**src/rtl/btn_event_ctrl.sv**
```systemverilog
// Key debouncer and event queue: debounces the 20-bit scanner vector on periodic
// sample ticks and queues one press/release code per changed key into a small FIFO.
module btn_event_ctrl #(
   parameter int CLK_FREQ      = 100,
   parameter int SAMPLE_CYCLES = 100000,
   parameter int DEB_SAMPLES   = 3,
   parameter int FIFO_DEPTH    = 4
) (
   input  logic                        clk,
   input  logic                        rst,
   input  logic [19:0]                 keys,
   output logic [19:0]                 key_state,
   output logic                        evt_valid,
   output logic [5:0]                  evt_code,
   input  logic                        evt_ready,
   output logic [$clog2(FIFO_DEPTH):0] evt_count,
   output logic                        overflow,
   input  logic                        clr_ovf,
   output logic                        busy
);

   localparam int              NK     = 20;
   localparam int              TW     = $clog2(SAMPLE_CYCLES);
   localparam int              PW     = $clog2(FIFO_DEPTH);
   localparam logic [2:0]      DEB    = 3'(DEB_SAMPLES);
   localparam logic [TW-1:0]   T_LAST = TW'(SAMPLE_CYCLES - 1);
   localparam logic [PW:0]     FULL   = (PW + 1)'(FIFO_DEPTH);
   localparam logic [4:0]      LAST_K = 5'(NK - 1);

   if (CLK_FREQ < 1 || SAMPLE_CYCLES < 32 || DEB_SAMPLES < 1 || DEB_SAMPLES > 7 ||
       FIFO_DEPTH < 2 || FIFO_DEPTH > 16 || (FIFO_DEPTH & (FIFO_DEPTH - 1)) != 0) begin : g_bad_param
      $error("btn_event_ctrl: illegal parameter set");
   end

   typedef enum logic {IDLE, SCAN} state_t;

   state_t          state, state_next;
   logic [TW-1:0]   tmr;
   logic            tick;
   logic [2:0]      deb_cnt [NK];
   logic [NK-1:0]   flip;
   logic [NK-1:0]   pending;
   logic [NK-1:0]   clr_mask;
   logic [4:0]      idx;
   logic            push_req, push_ok, pop, full, drop;
   logic [5:0]      mem [FIFO_DEPTH];
   logic [PW-1:0]   wr_ptr, rd_ptr;

   assign tick = (tmr == T_LAST);

   // NOTE: sequential state uses non-blocking assignments so every register samples pre-edge values.
   always_ff @(posedge clk or posedge rst) begin
      if (rst) tmr <= '0;
      else     tmr <= tick ? '0 : tmr + 1'b1;
   end

   // NOTE: every always_comb output gets a default first so no path can infer a latch.
   always_comb begin
      flip = '0;
      for (int i = 0; i < NK; i++)
         flip[i] = tick && (keys[i] != key_state[i]) && (deb_cnt[i] + 3'd1 == DEB);
   end

   always_ff @(posedge clk or posedge rst) begin
      if (rst) begin
         key_state <= '0;
         for (int i = 0; i < NK; i++) deb_cnt[i] <= '0;
      end else if (tick) begin
         key_state <= key_state ^ flip;
         for (int i = 0; i < NK; i++) begin
            if (keys[i] == key_state[i] || flip[i]) deb_cnt[i] <= '0;
            else                                    deb_cnt[i] <= deb_cnt[i] + 3'd1;
         end
      end
   end

   // A new flip wins over the scan clearing the same key; it is reported next pass.
   assign push_req = (state == SCAN) && pending[idx];
   assign clr_mask = push_req ? (NK'(1) << idx) : '0;

   always_ff @(posedge clk or posedge rst) begin
      if (rst) pending <= '0;
      else     pending <= (pending & ~clr_mask) | flip;
   end

   always_ff @(posedge clk or posedge rst) begin
      if (rst) state <= IDLE;
      else     state <= state_next;
   end

   always_comb begin
      state_next = state;
      case (state)
         IDLE:    if (|pending)       state_next = SCAN;
         SCAN:    if (idx == LAST_K)  state_next = IDLE;
         default:                     state_next = IDLE;
      endcase
   end

   always_comb begin
      busy = (state == SCAN);
   end

   always_ff @(posedge clk or posedge rst) begin
      if (rst)                                idx <= '0;
      else if (state == SCAN && idx != LAST_K) idx <= idx + 5'd1;
      else                                    idx <= '0;
   end

   assign evt_valid = (evt_count != '0);
   assign full      = (evt_count == FULL);
   assign pop       = evt_valid && evt_ready;
   assign push_ok   = push_req && (!full || pop);
   assign drop      = push_req && full && !pop;

   // NOTE: the storage array carries no reset; evt_code is masked while empty instead.
   always_ff @(posedge clk) begin
      if (push_ok) mem[wr_ptr] <= {~key_state[idx], idx};
   end

   always_ff @(posedge clk or posedge rst) begin
      if (rst) begin
         wr_ptr    <= '0;
         rd_ptr    <= '0;
         evt_count <= '0;
         overflow  <= 1'b0;
      end else begin
         if (push_ok) wr_ptr <= wr_ptr + 1'b1;
         if (pop)     rd_ptr <= rd_ptr + 1'b1;
         case ({push_ok, pop})
            2'b10:   evt_count <= evt_count + 1'b1;
            2'b01:   evt_count <= evt_count - 1'b1;
            default: evt_count <= evt_count;
         endcase
         if (drop)         overflow <= 1'b1;
         else if (clr_ovf) overflow <= 1'b0;
      end
   end

   assign evt_code = evt_valid ? mem[rd_ptr] : 6'd0;

endmodule

```
**config.mk**
```make
export PLATFORM = sky130hd
export DESIGN_NAME = btn_event_ctrl
export DESIGN_NICKNAME = d
export VERILOG_FILES = /design/src/rtl/btn_event_ctrl.sv
export SDC_FILE = /design/constraint.sdc
export NUM_CORES = 1
export LEC_CHECK = 0
export CAP_MARGIN = 20
export CORE_UTILIZATION = 50
export DETAILED_ROUTE_END_ITERATION = 8
export GPL_ROUTABILITY_DRIVEN = 0
export HOLD_SLACK_MARGIN = 0.06
export PLACE_DENSITY = 0.69
export SLEW_MARGIN = 20
export SYNTH_ARGS = -nofsm -noshare
export SYNTH_HDL_FRONTEND = slang
export SYNTH_SLANG_ARGS = --single-unit
```
**constraint.sdc**
```tcl
create_clock -name clk -period 10.9 [get_ports clk]
set_clock_uncertainty 0.05 [all_clocks]
set_input_delay 2.18 -clock clk [delete_from_list [all_inputs] [get_ports clk]]
set_output_delay 2.18 -clock clk [all_outputs]
set_load 0.02 [all_outputs]
```
# After elaboration in Yosys (flattened, before gate mapping)
# Memory sizes are Yosys's and may differ from the RTL's.
# Index checks and enable logic that the tools add are counted.
totals:
  ff_bits: 131
  ram_bits: 24
  input_bits: 24
  output_inout_bits: 32
  word_cells: 239
  memories: 1
op_classes:
  n_addsub: 26
  magnitude_cmp: 1
  n_eq_ne: 66
  shift: 1
  n_mux: 36
  bitwise: 6
  reduce_logical: 73
memory_table:
  columns: ["memory", "words", "width", "read_ports", "rd_clocked_by_memory_dff", "write_ports", "line_no", "source"]
  rows:
  - ["mem", 4, 6, 1, 0, 1, "46", "logic [5:0] mem [FIFO_DEPTH];"]
ops:
  columns: ["cell", "n"]
  rows:
  - ["3-bit by 1-bit adder with 3-bit output, second input constant", 21]
  - ["3-bit by 2-bit == test with 1-bit output, second input constant", 20]
  - ["3-bit two-way mux", 20]
  - ["1-bit logical AND", 46]
  - ["1-bit logical OR", 21]
  - ["20-bit AND", 1]
  - ["1-bit == test", 20]
  - ["20-bit two-way mux", 1]
  - ["1-bit != test", 20]
  - ["20-bit inverter", 1]
  - ["20-bit OR", 1]
  - ["20-bit OR reduction", 1]
  - ["1-bit by 5-bit left shift with 20-bit output, first input constant", 1]
  - ["20-bit bitwise XOR", 1]
  - ["17-bit by 1-bit adder with 17-bit output, second input constant", 1]
  - ["17-bit == test, second input constant", 1]
  - ["17-bit two-way mux", 1]
  - ["1-bit binary-select mux with 5-bit select", 2]
  - ["1-bit two-way mux", 8]
  - ["5-bit by 6-bit < comparator with 1-bit output, second input constant", 1]
  - ["6-bit two-way mux", 1]
  - ["3-bit case mux with 2 select lines", 1]
  - ["5-bit by 1-bit adder with 5-bit output, second input constant", 1]
  - ["5-bit == test, second input constant", 1]
  - ["other kinds (12)", 16]

# Depth between registers and ports, before layout
# Gate-level depths: netlist of run 1.
logic_depth:
  depth_word: 7
  depth_mapped: 10
  ltp_nobuf: 9

# Worst setup path before layout of run 1
# OpenSTA, ideal clock, no wires.
synth_timing:
  kind: "reg-to-output"
  start: "register rd_ptr[0]"
  end: "output port evt_code[0]"
  arrival_time_ns: 1.431
  t_required_ns: 8.670
  setup_slack_ns: 7.239
  stages_incl_launch_ff: 4
  path_buffers: 1
  cell_sequence: "dfrtp_1 > clkbuf_1 > mux4_2 > nor2b_1"
synth_between:
  elab_chain_cells: 2
synth_rtl:
  columns: ["item", "line_no", "source"]
  rows:
  - ["start, declared", "47", "logic [PW-1:0] wr_ptr, rd_ptr;"]
  - ["start signal, assigned", "129", "if (pop) rd_ptr <= rd_ptr + 1'b1;"]
  - ["memory 4 x 6 bit", null, null]
  - ["6-bit two-way mux", "140", "assign evt_code = evt_valid ? mem[rd_ptr] : 6'd0;"]
  - ["end, declared", "14", "output logic [5:0] evt_code,"]
# Every way passes these cells.

# Final worst setup path of run 1
layout_timing:
  start: "register evt_count[1]"
  end: "output port evt_valid"
layout_between:
  elab_chain_cells: 1
layout_rtl:
  columns: ["item", "line_no", "source"]
  rows:
  - ["start, declared", "16", "output logic [$clog2(FIFO_DEPTH):0] evt_count,"]
  - ["start signal, assigned", "131", "2'b10: evt_count <= evt_count + 1'b1;"]
  - ["start signal, assigned", "132", "2'b01: evt_count <= evt_count - 1'b1;"]
  - ["start signal, assigned", "133", "default: evt_count <= evt_count;"]
  - ["3-bit nonzero test", "110", "assign evt_valid = (evt_count != '0);"]
  - ["end, declared", "13", "output logic evt_valid,"]
# Every way passes these cells.

==> flow_metrics.py, run 1 <==
metrics = {
    "status": {
        "status": "finished clean",
    },
    "sta": {
        "timing.fmax_mhz": 216.3,
        "final_period_minus_worst_setup_slack_ns": 4.624,
        "finalSetupTns_ns": 0,
        "finalSetupViolCount": 0,
        "fin_crit_sh_pct": 42.42,
        "hold_slack_ns": 0.4418,
        "timing_max_transition_violations_final": 0,
        "tightest_slew_ns": 1.027,
        "max_slew_margin_pct": 31.55,
        "unrepaired_setup_endpoints_after_global_routing": "false",
        "finalHoldViolations": 0,
    },
    "detailed_routing": {
        "via_count": 5690,
        "totalWireLength_um": 16060,
        "vias_per_cell": 5.530,
        "drt_iter0_drc": 326,
        "wl_per_cell_um": 15.61,
        "drc": 0,
        "number_of_iterations_in_the_first_detailed_routing_pass": 5,
        "postRouteAntennaNets": 0,
    },
    "clock_network": {
        "numClockSinks": 155,
        "clock_pin_slew_on_the_worst_setup_and_hold_paths_ns": 0.06,
        "ctsHoldBuffers": 0,
        "tritoncts_clock_tree": "yes",
        "clk_latency_ns": 0.42,
        "clk_path_buf_depth": 2,
        "clock-root-buffer": "sky130_fd_sc_hd__clkbuf_16",
        "cts-htree-levels": 4,
        "post_cts.repair.setup_buffers": 0,
        "postCtsResizedCells": 0,
        "numCtsBuffers": 17,
    },
    "logic_synthesis": {
        "synth_top_area_share_pct": 40.12,
        "post_synth_num_cell_types": 58,
        "synthArstFlopShare_pct": 84.52,
        "postSynth.topFlopCell": "sky130_fd_sc_hd__dfrtp_1",
        "netlist_area_um2": 8172,
        "synth-seq-cells": 155,
        "synth_enable_flop_cells": 24,
        "ys.warnings.count": 0,
        "postSynthNetCount": 824,
        "synth-seq-area-share_pct": 48.94,
        "syn_inst": 748,
        "synth.area.top_cells": "sky130_fd_sc_hd__dfrtp_1 40%, sky130_fd_sc_hd__edfxtp_1 8.8%, sky130_fd_sc_hd__ha_1 7.8%, sky130_fd_sc_hd__nand2_1 4.0%, sky130_fd_sc_hd__mux2_2 3.4%",
        "cell_accounting_for_the_most_synthesized_area": "sky130_fd_sc_hd__dfrtp_1",
        "syn_avg_cell_area_um2": 10.92,
    },
    "cells_and_area": {
        "final_common_cell": "sky130_fd_sc_hd__dfrtp_1",
        "post_route_cells_drive_above_1_share_pct": 9.594,
        "register_area_um2": 3999,
        "nets": 876,
        "area_occupied_by_multi_input_gates_um2": 3882,
        "insertedDiodeCount": 0,
        "fill_cells": 1315,
        "most-common-layout-cells": "131 x sky130_fd_sc_hd__dfrtp_1, 88 x sky130_fd_sc_hd__nand2_1, 55 x sky130_fd_sc_hd__clkdlybuf4s50_1",
        "final_util_pct": 59.51,
        "final_cells": 1029,
        "area_growth_pct": 16.11,
    },
    "placement": {
        "port_buffers": 55,
        "detailedPlacementHpwl_um": 11350,
        "post-place-cells": 997,
    },
    "global_routing": {
        "grt_overflow": 0,
        "grt_first_pass_wirelength_um": 27630,
        "initial_antenna_violation_count": 0,
        "vias_in_the_first_global_route": 5971,
        "pin_count_of_the_biggest_net_entering_global_routing": 114,
        "gr-usage-all-layers_pct": 21.25,
    },
    "floorplan": {
        "ios": 56,
        "dieWidth_um": 129.8,
        "dieHeight_um": 129.8,
        "floorplan.initialDensity_pct": 51.26,
        "dieArea_um2": 16860,
        "number_of_placement_rows": 46,
        "core-area_um2": 15940,
    },
    "critical_path": {
        "crit_arrival_ns": 2.39,
        "crit_path_end_kind": "output pin",
        "critical_path.max_fanout": 8,
        "critical_path.startpoint_type": "flip-flop",
        "worstPathRequired_ns": 8.67,
        "path_class": "flip-flop to output pin",
    },
    "power": {
        "vdd_drop_max_uv": 103.6,
        "p_per_area_nw_per_um2": 139.9,
        "power.static_leakage_nw": 4.323,
    },
    "hold_path": {
        "worst_hold_path_type": "flip-flop to flip-flop",
    },
    "run": {
        "cap_viol_max_count": 0,
    },
}
## synthesized netlist by cell type (2+ instances only)
cell type / instances
sky130_fd_sc_hd__dfrtp_1: 131
sky130_fd_sc_hd__nand2_1: 88
sky130_fd_sc_hd__ha_1: 51
sky130_fd_sc_hd__o21ai_0: 44
sky130_fd_sc_hd__inv_1: 42
sky130_fd_sc_hd__nor2_1: 42
sky130_fd_sc_hd__nand2b_1: 37
sky130_fd_sc_hd__nand3_1: 29
sky130_fd_sc_hd__nor3_1: 29
sky130_fd_sc_hd__xor2_1: 26
sky130_fd_sc_hd__mux2_2: 25
sky130_fd_sc_hd__edfxtp_1: 24
sky130_fd_sc_hd__o31ai_1: 24
sky130_fd_sc_hd__a22o_1: 23
sky130_fd_sc_hd__a21o_1: 17
sky130_fd_sc_hd__clkbuf_1: 15
sky130_fd_sc_hd__xnor2_1: 14
sky130_fd_sc_hd__nor2b_1: 10
sky130_fd_sc_hd__mux4_2: 9
sky130_fd_sc_hd__mux4_1: 6
sky130_fd_sc_hd__buf_2: 5
sky130_fd_sc_hd__nor4_1: 5
sky130_fd_sc_hd__or3_1: 5
sky130_fd_sc_hd__nand4_1: 4
sky130_fd_sc_hd__mux2i_1: 3
sky130_fd_sc_hd__a22oi_1: 2
sky130_fd_sc_hd__and2_1: 2
sky130_fd_sc_hd__and3_1: 2
sky130_fd_sc_hd__and4_1: 2
sky130_fd_sc_hd__nor2_4: 2
sky130_fd_sc_hd__nor3b_1: 2
sky130_fd_sc_hd__o22ai_1: 2
## routing by layer
layer | vias up | global-route usage [%] | part of all wire (%)
li1 | 2744 | - | -
met1 | 2840 | 25.75 | 44
met2 | 91 | 37.12 | 52
met3 | 15 | 4.551 | 2.9
met4 | 0 | 8.208 | 1.2
met5 | - | 0 | 0
## stage by stage
step                      cell area, um2  setup slack [ns]  total power, mW
after global placement              8881             6.653           0.7258
final                               9488             6.276            1.327
after global routing                9488             6.097            1.380
after CTS                           9488             6.179            1.339
after floorplan                     8172             5.172           0.6930
after detailed placement            8881             6.569           0.7316
## critical path: stages, from the launching register on
cell and delay (ns):
sky130_fd_sc_hd__dfrtp_1 0.47, sky130_fd_sc_hd__nor3_1 0.73, sky130_fd_sc_hd__inv_1 0.19, sky130_fd_sc_hd__clkdlybuf4s50_1 0.58
## flip-flops by register name, indices dropped and copies added (netlist names), 2 cells and up
signal	flops
deb_cnt	60
evt_count	3
idx	5
key_state	20
mem	24
pending	20
rd_ptr	2
tmr	17
wr_ptr	2
## kinds of logic (layout without fill, tap and decap cells)
| family | count (synthesis) | count (layout) | share of synthesized area, % |
|---|---|---|---|
| buffers and inverters | 67 | 132 | 3.552 |
| xor gates and xnor gates | 41 | 41 | 4.486 |
| AOI/OAI and AO/OA | 125 | 125 | 10.96 |
| adders and majority gates | 52 | 52 | 8.054 |
| and+or+nand+nor | 264 | 264 | 15.65 |
| DFF | 155 | 155 | 48.94 |
| muxes | 44 | 44 | 8.360 |
## report_power, final
part | total [mW] | internal, mW | switching (mW)
logic | 0.104 | 0.0549 | 0.0491
registers | 0.615 | 0.595 | 0.0196
clock network | 0.608 | 0.380 | 0.228
total | 1.33 | 1.03 | 0.297
## final cells by class
type                            count  area share, %
Sequential cell                   155          42.15
Tap cell                          216          2.848
Clock inverter                     13          1.833
Clock buffer                       19          4.563
Inverter                           43          1.728
Timing Repair Buffer               57          5.961
Multi-Input combinational cell    526          40.92
## worst paths after layout
path,depth (start not counted),start,slack (ns),to
setup / recovery,3,evt_count[1],6.28,evt_valid
hold / removal,1,tmr[0],0.44,tmr[0]
setup reg to reg,7,tmr[0],7.52,key_state[9]
hold reg to reg,1,tmr[0],0.44,tmr[0]
max in group asynchronous,3,rst,7.21,deb_cnt[0]
min in group asynchronous,2,rst,2.23,deb_cnt[47]
No activity file was read; power rests on OpenSTA's default activity.
==> inputs of run 2 (changes only) <==
PLACE_DENSITY = 0.72   (was 0.69)
clock period = 3.8 ns   (was 10.9 ns; I/O delays follow)
==> flow_metrics.py, run 2 (synthesis results as in run 1) <==
metrics = {
    "cells_and_area": {
        "final_common_cell": "sky130_fd_sc_hd__dfrtp_1",
        "final_util_pct": 60.17,
        "most-common-layout-cells": "131 x sky130_fd_sc_hd__dfrtp_1, 88 x sky130_fd_sc_hd__nand2_1, 55 x sky130_fd_sc_hd__clkdlybuf4s50_1",
        "insertedDiodeCount": 0,
        "regMostFlops": "deb_cnt",
        "post_route_cells_drive_above_1_share_pct": 10.42,
        "nets": 879,
        "largest_register_ff_count": 60,
        "area_growth_pct": 17.39,
        "stdcell_area_um2": 9593,
        "fill_cells": 1285,
        "top_regs": "deb_cnt (60), mem (24)",
    },
    "floorplan": {
        "core-area_um2": 15940,
        "floorplan.initialDensity_pct": 51.26,
        "dieArea_um2": 16860,
        "dieHeight_um": 129.8,
        "dieWidth_um": 129.8,
        "ios": 56,
        "number_of_placement_rows": 46,
    },
    "clock_network": {
        "clock_pin_slew_on_the_worst_setup_and_hold_paths_ns": 0.06,
        "numCtsBuffers": 17,
        "cts-htree-levels": 4,
        "ctsHoldBuffers": 0,
        "postCtsResizedCells": 0,
        "post_cts.repair.setup_buffers": 0,
        "clock-root-buffer": "sky130_fd_sc_hd__clkbuf_16",
        "clk_latency_ns": 0.43,
        "tritoncts_clock_tree": "yes",
        "numClockSinks": 155,
        "clk_path_buf_depth": 2,
    },
    "placement": {
        "port_buffers": 55,
        "detailedPlacementHpwl_um": 11830,
        "dp_slack_ns": 0.7309,
        "placement.cell_area_um2": 8930,
    },
    "critical_path": {
        "critical_path.startpoint_type": "flip-flop",
        "crit_path_end_kind": "output pin",
        "critical_path.max_fanout": 8,
        "worstPathRequired_ns": 2.99,
        "crit_arrival_ns": 2.29,
        "path_class": "flip-flop to output pin",
        "worst-r2r-setup-slack_ns": 0.74,
    },
    "sta": {
        "max_slew_margin_pct": 50.54,
        "finalSetupViolCount": 0,
        "fin_crit_sh_pct": 81.47,
        "layout_setup_ws_ns": 0.7042,
        "finalSetupTns_ns": 0,
        "timing.fmax_mhz": 323.0,
        "tightest_slew_ns": 0.7419,
        "final_period_minus_worst_setup_slack_ns": 3.096,
        "timing_max_transition_violations_final": 0,
        "unrepaired_setup_endpoints_after_global_routing": "false",
        "finalHoldViolations": 0,
    },
    "global_routing": {
        "gr-usage-all-layers_pct": 21.46,
        "grt_overflow": 0,
        "grt_first_pass_wirelength_um": 27610,
        "initial_antenna_violation_count": 0,
        "vias_in_the_first_global_route": 5663,
        "pin_count_of_the_biggest_net_entering_global_routing": 95,
    },
    "power": {
        "p_per_area_nw_per_um2": 415.5,
        "switching_power_summed_over_all_nets_mw": 0.8761,
        "power_switching_share_pct": 21.98,
        "comb_power_share_pct": 7.8,
        "power_frac_seq_pct": 44.4,
        "power_frac_clock_pct": 47.9,
        "power.static_leakage_nw": 4.387,
        "vdd_drop_max_uv": 321.6,
        "power.internal_mw": 3.110,
    },
    "run": {
        "cap_viol_max_count": 0,
    },
    "detailed_routing": {
        "totalWireLength_um": 16560,
        "wl_per_cell_um": 16.05,
        "via_count": 5761,
        "drc": 0,
        "postRouteAntennaNets": 0,
        "number_of_iterations_in_the_first_detailed_routing_pass": 4,
        "drt_iter0_drc": 316,
        "vias_per_cell": 5.582,
    },
    "hold_path": {
        "worst_hold_path_type": "flip-flop to flip-flop",
    },
    "status": {
        "status": "finished clean",
    },
}
-- run 2: cell types whose count changed in the layout (fill, tap and decap cells not counted) --
cell	delta
sky130_fd_sc_hd__clkinvlp_4	-2
sky130_fd_sc_hd__clkbuf_8	+1
sky130_fd_sc_hd__inv_4	-1
sky130_fd_sc_hd__buf_12	+2
sky130_fd_sc_hd__clkinv_1	-2
sky130_fd_sc_hd__buf_4	+1
sky130_fd_sc_hd__clkinv_2	+4
sky130_fd_sc_hd__clkinv_4	+1
sky130_fd_sc_hd__clkbuf_1	-2
sky130_fd_sc_hd__inv_6	-1
sky130_fd_sc_hd__bufinv_16	+2
-- run 2: path summary, 6_finish.rpt --
path	to	start	cells after the start
setup / recovery	evt_code[4]	rd_ptr[0]	3
hold / removal	tmr[0]	tmr[0]	1
setup reg to reg	evt_count[1]	idx[0]	7
hold reg to reg	tmr[0]	tmr[0]	1
max in group asynchronous	deb_cnt[25]	rst	3
min in group asynchronous	deb_cnt[35]	rst	3
-- run 2: cell type report --
cell class,instances,area [um2],area share (%)
flip-flops and latches,155,3999,41.69
well taps,216,270.3,2.817
clock inverters,14,224.0,2.335
clock buffers,18,439.2,4.578
repair buffers,60,613.1,6.391
multi-input cells,526,3882,40.47
inverters,43,165.2,1.722
-- run 2: through the flow --
step	power [mW]	hold slack (ns)	cells
finish	3.986	0.4430	1032
global route	4.120	0.4641	1032
CTS	4.017	0.4459	1032
detailed placement	2.112	0.4376	1000
global placement	2.101	0.4182	1000
floorplan	1.988	0.4030	748
-- run 2: worst max-delay path, cell delays in order (launching register included) --
cell and delay [ns]:
sky130_fd_sc_hd__dfrtp_1 0.63, sky130_fd_sc_hd__mux4_2 0.56, sky130_fd_sc_hd__nor2b_1 0.15, sky130_fd_sc_hd__clkdlybuf4s50_1 0.53
-- run 2: per-layer routing --
metal	global-route usage [%]	routed length, um
met5	0	0
met4	7.866	289
met3	4.100	626
met2	36.24	8455
met1	27.57	7192
-- run 2: power by group through the flow --
stage	clock [mW]	sequential, mW	combinational [mW]
final	1.91	1.77	0.311
after global routing	2.00	1.78	0.342
after CTS	1.93	1.77	0.315
after detailed placement	0	1.80	0.312
after global placement	0	1.80	0.304
after floorplan	0	1.76	0.226
==> inputs of run 3 (changes only) <==
PLACE_DENSITY = 0.69   (was 0.72)
clock period = 2.9 ns   (was 3.8 ns; I/O delays follow)
==> flow_metrics.py, run 3 (synthesis results as in run 1) <==
metrics = {
    "cells_and_area": {
        "area_growth_pct": 19.15,
        "final_util_pct": 61.07,
        "top_regs": "deb_cnt (60), mem (24)",
        "insertedDiodeCount": 0,
        "largest_register_ff_count": 60,
        "nets": 894,
        "area_occupied_by_multi_input_gates_um2": 3882,
        "regMostFlops": "deb_cnt",
        "most-common-layout-cells": "129 x sky130_fd_sc_hd__dfrtp_1, 88 x sky130_fd_sc_hd__nand2_1, 55 x sky130_fd_sc_hd__clkdlybuf4s50_1",
        "post_route_cells_drive_above_1_share_pct": 12.15,
        "fill_cells": 1309,
        "register_area_um2": 4001,
        "final_common_cell": "sky130_fd_sc_hd__dfrtp_1",
    },
    "critical_path": {
        "critical_path.startpoint_type": "flip-flop",
        "worst-r2r-setup-slack_ns": 0.17,
        "slowest_delay_ns": 0.53,
        "crit_arrival_ns": 2.16,
        "crit_path_cell_trace": "mux4_2, nor2b_1, clkdlybuf4s50_1",
        "crit_path_start": "rd_ptr[0]",
        "path_class": "flip-flop to output pin",
        "critical_path.max_fanout": 8,
        "crit_path_end_kind": "output pin",
        "rr_endpoint": "evt_count[1]",
        "crit_path_end": "evt_code[1]",
        "crit_path_top_delay_cell": "sky130_fd_sc_hd__mux4_2",
        "worst_r2r_path_depth": 8,
        "worstPathRequired_ns": 2.27,
        "regToRegStartpoint": "idx[0]",
    },
    "clock_network": {
        "cts-htree-levels": 4,
        "tritoncts_clock_tree": "yes",
        "numClockSinks": 155,
        "clock-root-buffer": "sky130_fd_sc_hd__clkbuf_16",
        "clk_path_buf_depth": 2,
        "clock_pin_slew_on_the_worst_setup_and_hold_paths_ns": 0.06,
        "clk_latency_ns": 0.43,
        "ctsHoldBuffers": 0,
        "numCtsBuffers": 17,
    },
    "power": {
        "power_switching_share_pct": 21.89,
        "switching_power_summed_over_all_nets_mw": 1.147,
        "power.internal_mw": 4.094,
        "finalPower_mw": 5.241,
        "vdd_drop_max_uv": 417.3,
        "power.static_leakage_nw": 4.463,
        "comb_power_share_pct": 7.8,
        "power_frac_clock_pct": 48.0,
        "power_frac_seq_pct": 44.2,
        "p_per_area_nw_per_um2": 538.3,
    },
    "global_routing": {
        "gr-usage-all-layers_pct": 21.92,
        "vias_in_the_first_global_route": 5805,
        "grt_overflow": 0,
        "initial_antenna_violation_count": 0,
        "grt_first_pass_wirelength_um": 28020,
        "pin_count_of_the_biggest_net_entering_global_routing": 77,
    },
    "placement": {
        "dp_slack_ns": 0.1288,
        "port_buffers": 55,
        "detailedPlacementHpwl_um": 12330,
    },
    "sta": {
        "final_period_minus_worst_setup_slack_ns": 2.793,
        "fin_crit_sh_pct": 96.32,
        "finalHoldViolations": 0,
        "unrepaired_setup_endpoints_after_global_routing": "false",
        "tightest_slew_ns": 0.6467,
        "max_slew_margin_pct": 56.89,
        "timing.fmax_mhz": 358.0,
        "timing_max_transition_violations_final": 0,
        "finalSetupViolCount": 0,
        "finalSetupTns_ns": 0,
        "layout_setup_ws_ns": 0.1067,
    },
    "floorplan": {
        "number_of_placement_rows": 46,
        "dieArea_um2": 16860,
        "floorplan.initialDensity_pct": 51.26,
        "dieWidth_um": 129.8,
        "core-area_um2": 15940,
        "ios": 56,
        "dieHeight_um": 129.8,
    },
    "status": {
        "status": "finished clean",
    },
    "detailed_routing": {
        "postRouteAntennaNets": 0,
        "drc": 0,
        "wl_per_cell_um": 16.05,
        "via_count": 5786,
        "drt_iter0_drc": 388,
        "vias_per_cell": 5.526,
        "totalWireLength_um": 16800,
        "number_of_iterations_in_the_first_detailed_routing_pass": 5,
    },
    "run": {
        "cap_viol_max_count": 0,
    },
    "hold_path": {
        "whs_path_depth": 1,
        "worst_hold_path_type": "flip-flop to flip-flop",
    },
}
-- run 3: metrics by stage --
step           hold slack [ns]  instances  cell area [um2]
2_1_floorplan           0.4030        748             8175
3_3_place_gp            0.4248       1015             9067
3_5_place_dp            0.4355       1015             9067
4_1_cts                 0.4441       1047             9736
5_1_grt                 0.4921       1047             9737
6_report                0.4368       1047             9737
-- run 3: per-layer routing --
metal	up-vias	GRT usage [%]	part of all wire (%)
met4	0	9.576	2.4
li1	2779	-	-
met3	29	4.674	4.5
met5	-	0	0
met2	131	38.38	51
met1	2847	26.06	42
-- run 3: area by class of cell --
type	count	share of cell area, %
clock buffer	21	4.626
clock inverter	11	2.223
timing repair buffer	75	7.710
sequential	155	41.09
multi-input combinational	526	39.87
tap	216	2.776
inverter	43	1.696
-- run 3: what timing repair did --
| item | 4_1_cts | 5_1_grt |
|---|---|---|
| gates resized for setup | 1 | 1 |
| setup buffers | 0 | 0 |
| setup endpoints to repair | 6 | 1 |
| endpoints found under the hold margin | 0 | 0 |
-- run 3: power groups by stage --
| stage | logic [mW] | registers, mW | clock network [mW] |
|---|---|---|---|
| floorplan | 0.297 | 2.31 | 0 |
| global placement | 0.403 | 2.35 | 0 |
| detailed placement | 0.416 | 2.36 | 0 |
| CTS | 0.418 | 2.32 | 2.55 |
| global route | 0.457 | 2.32 | 2.63 |
| finish | 0.411 | 2.32 | 2.52 |
-- run 3: worst min path at each step --
| stage | from | slack, ns | endpoint |
|---|---|---|---|
| final | tmr[0] | 0.44 | tmr[0] |
| after global routing | tmr[4] | 0.49 | tmr[4] |
| after CTS | tmr[0] | 0.44 | tmr[0] |
| after detailed placement | tmr[0] | 0.44 | tmr[0] |
| after global placement | tmr[4] | 0.42 | tmr[4] |
| after floorplan | tmr[4] | 0.40 | tmr[4] |
-- run 3: worst max-delay path: cells and delay by family, from the launching register on --
family,cells,cell delay [ns]
flops,1,0.51
buf+inv,1,0.53
simple gates,1,0.16
mux,1,0.53
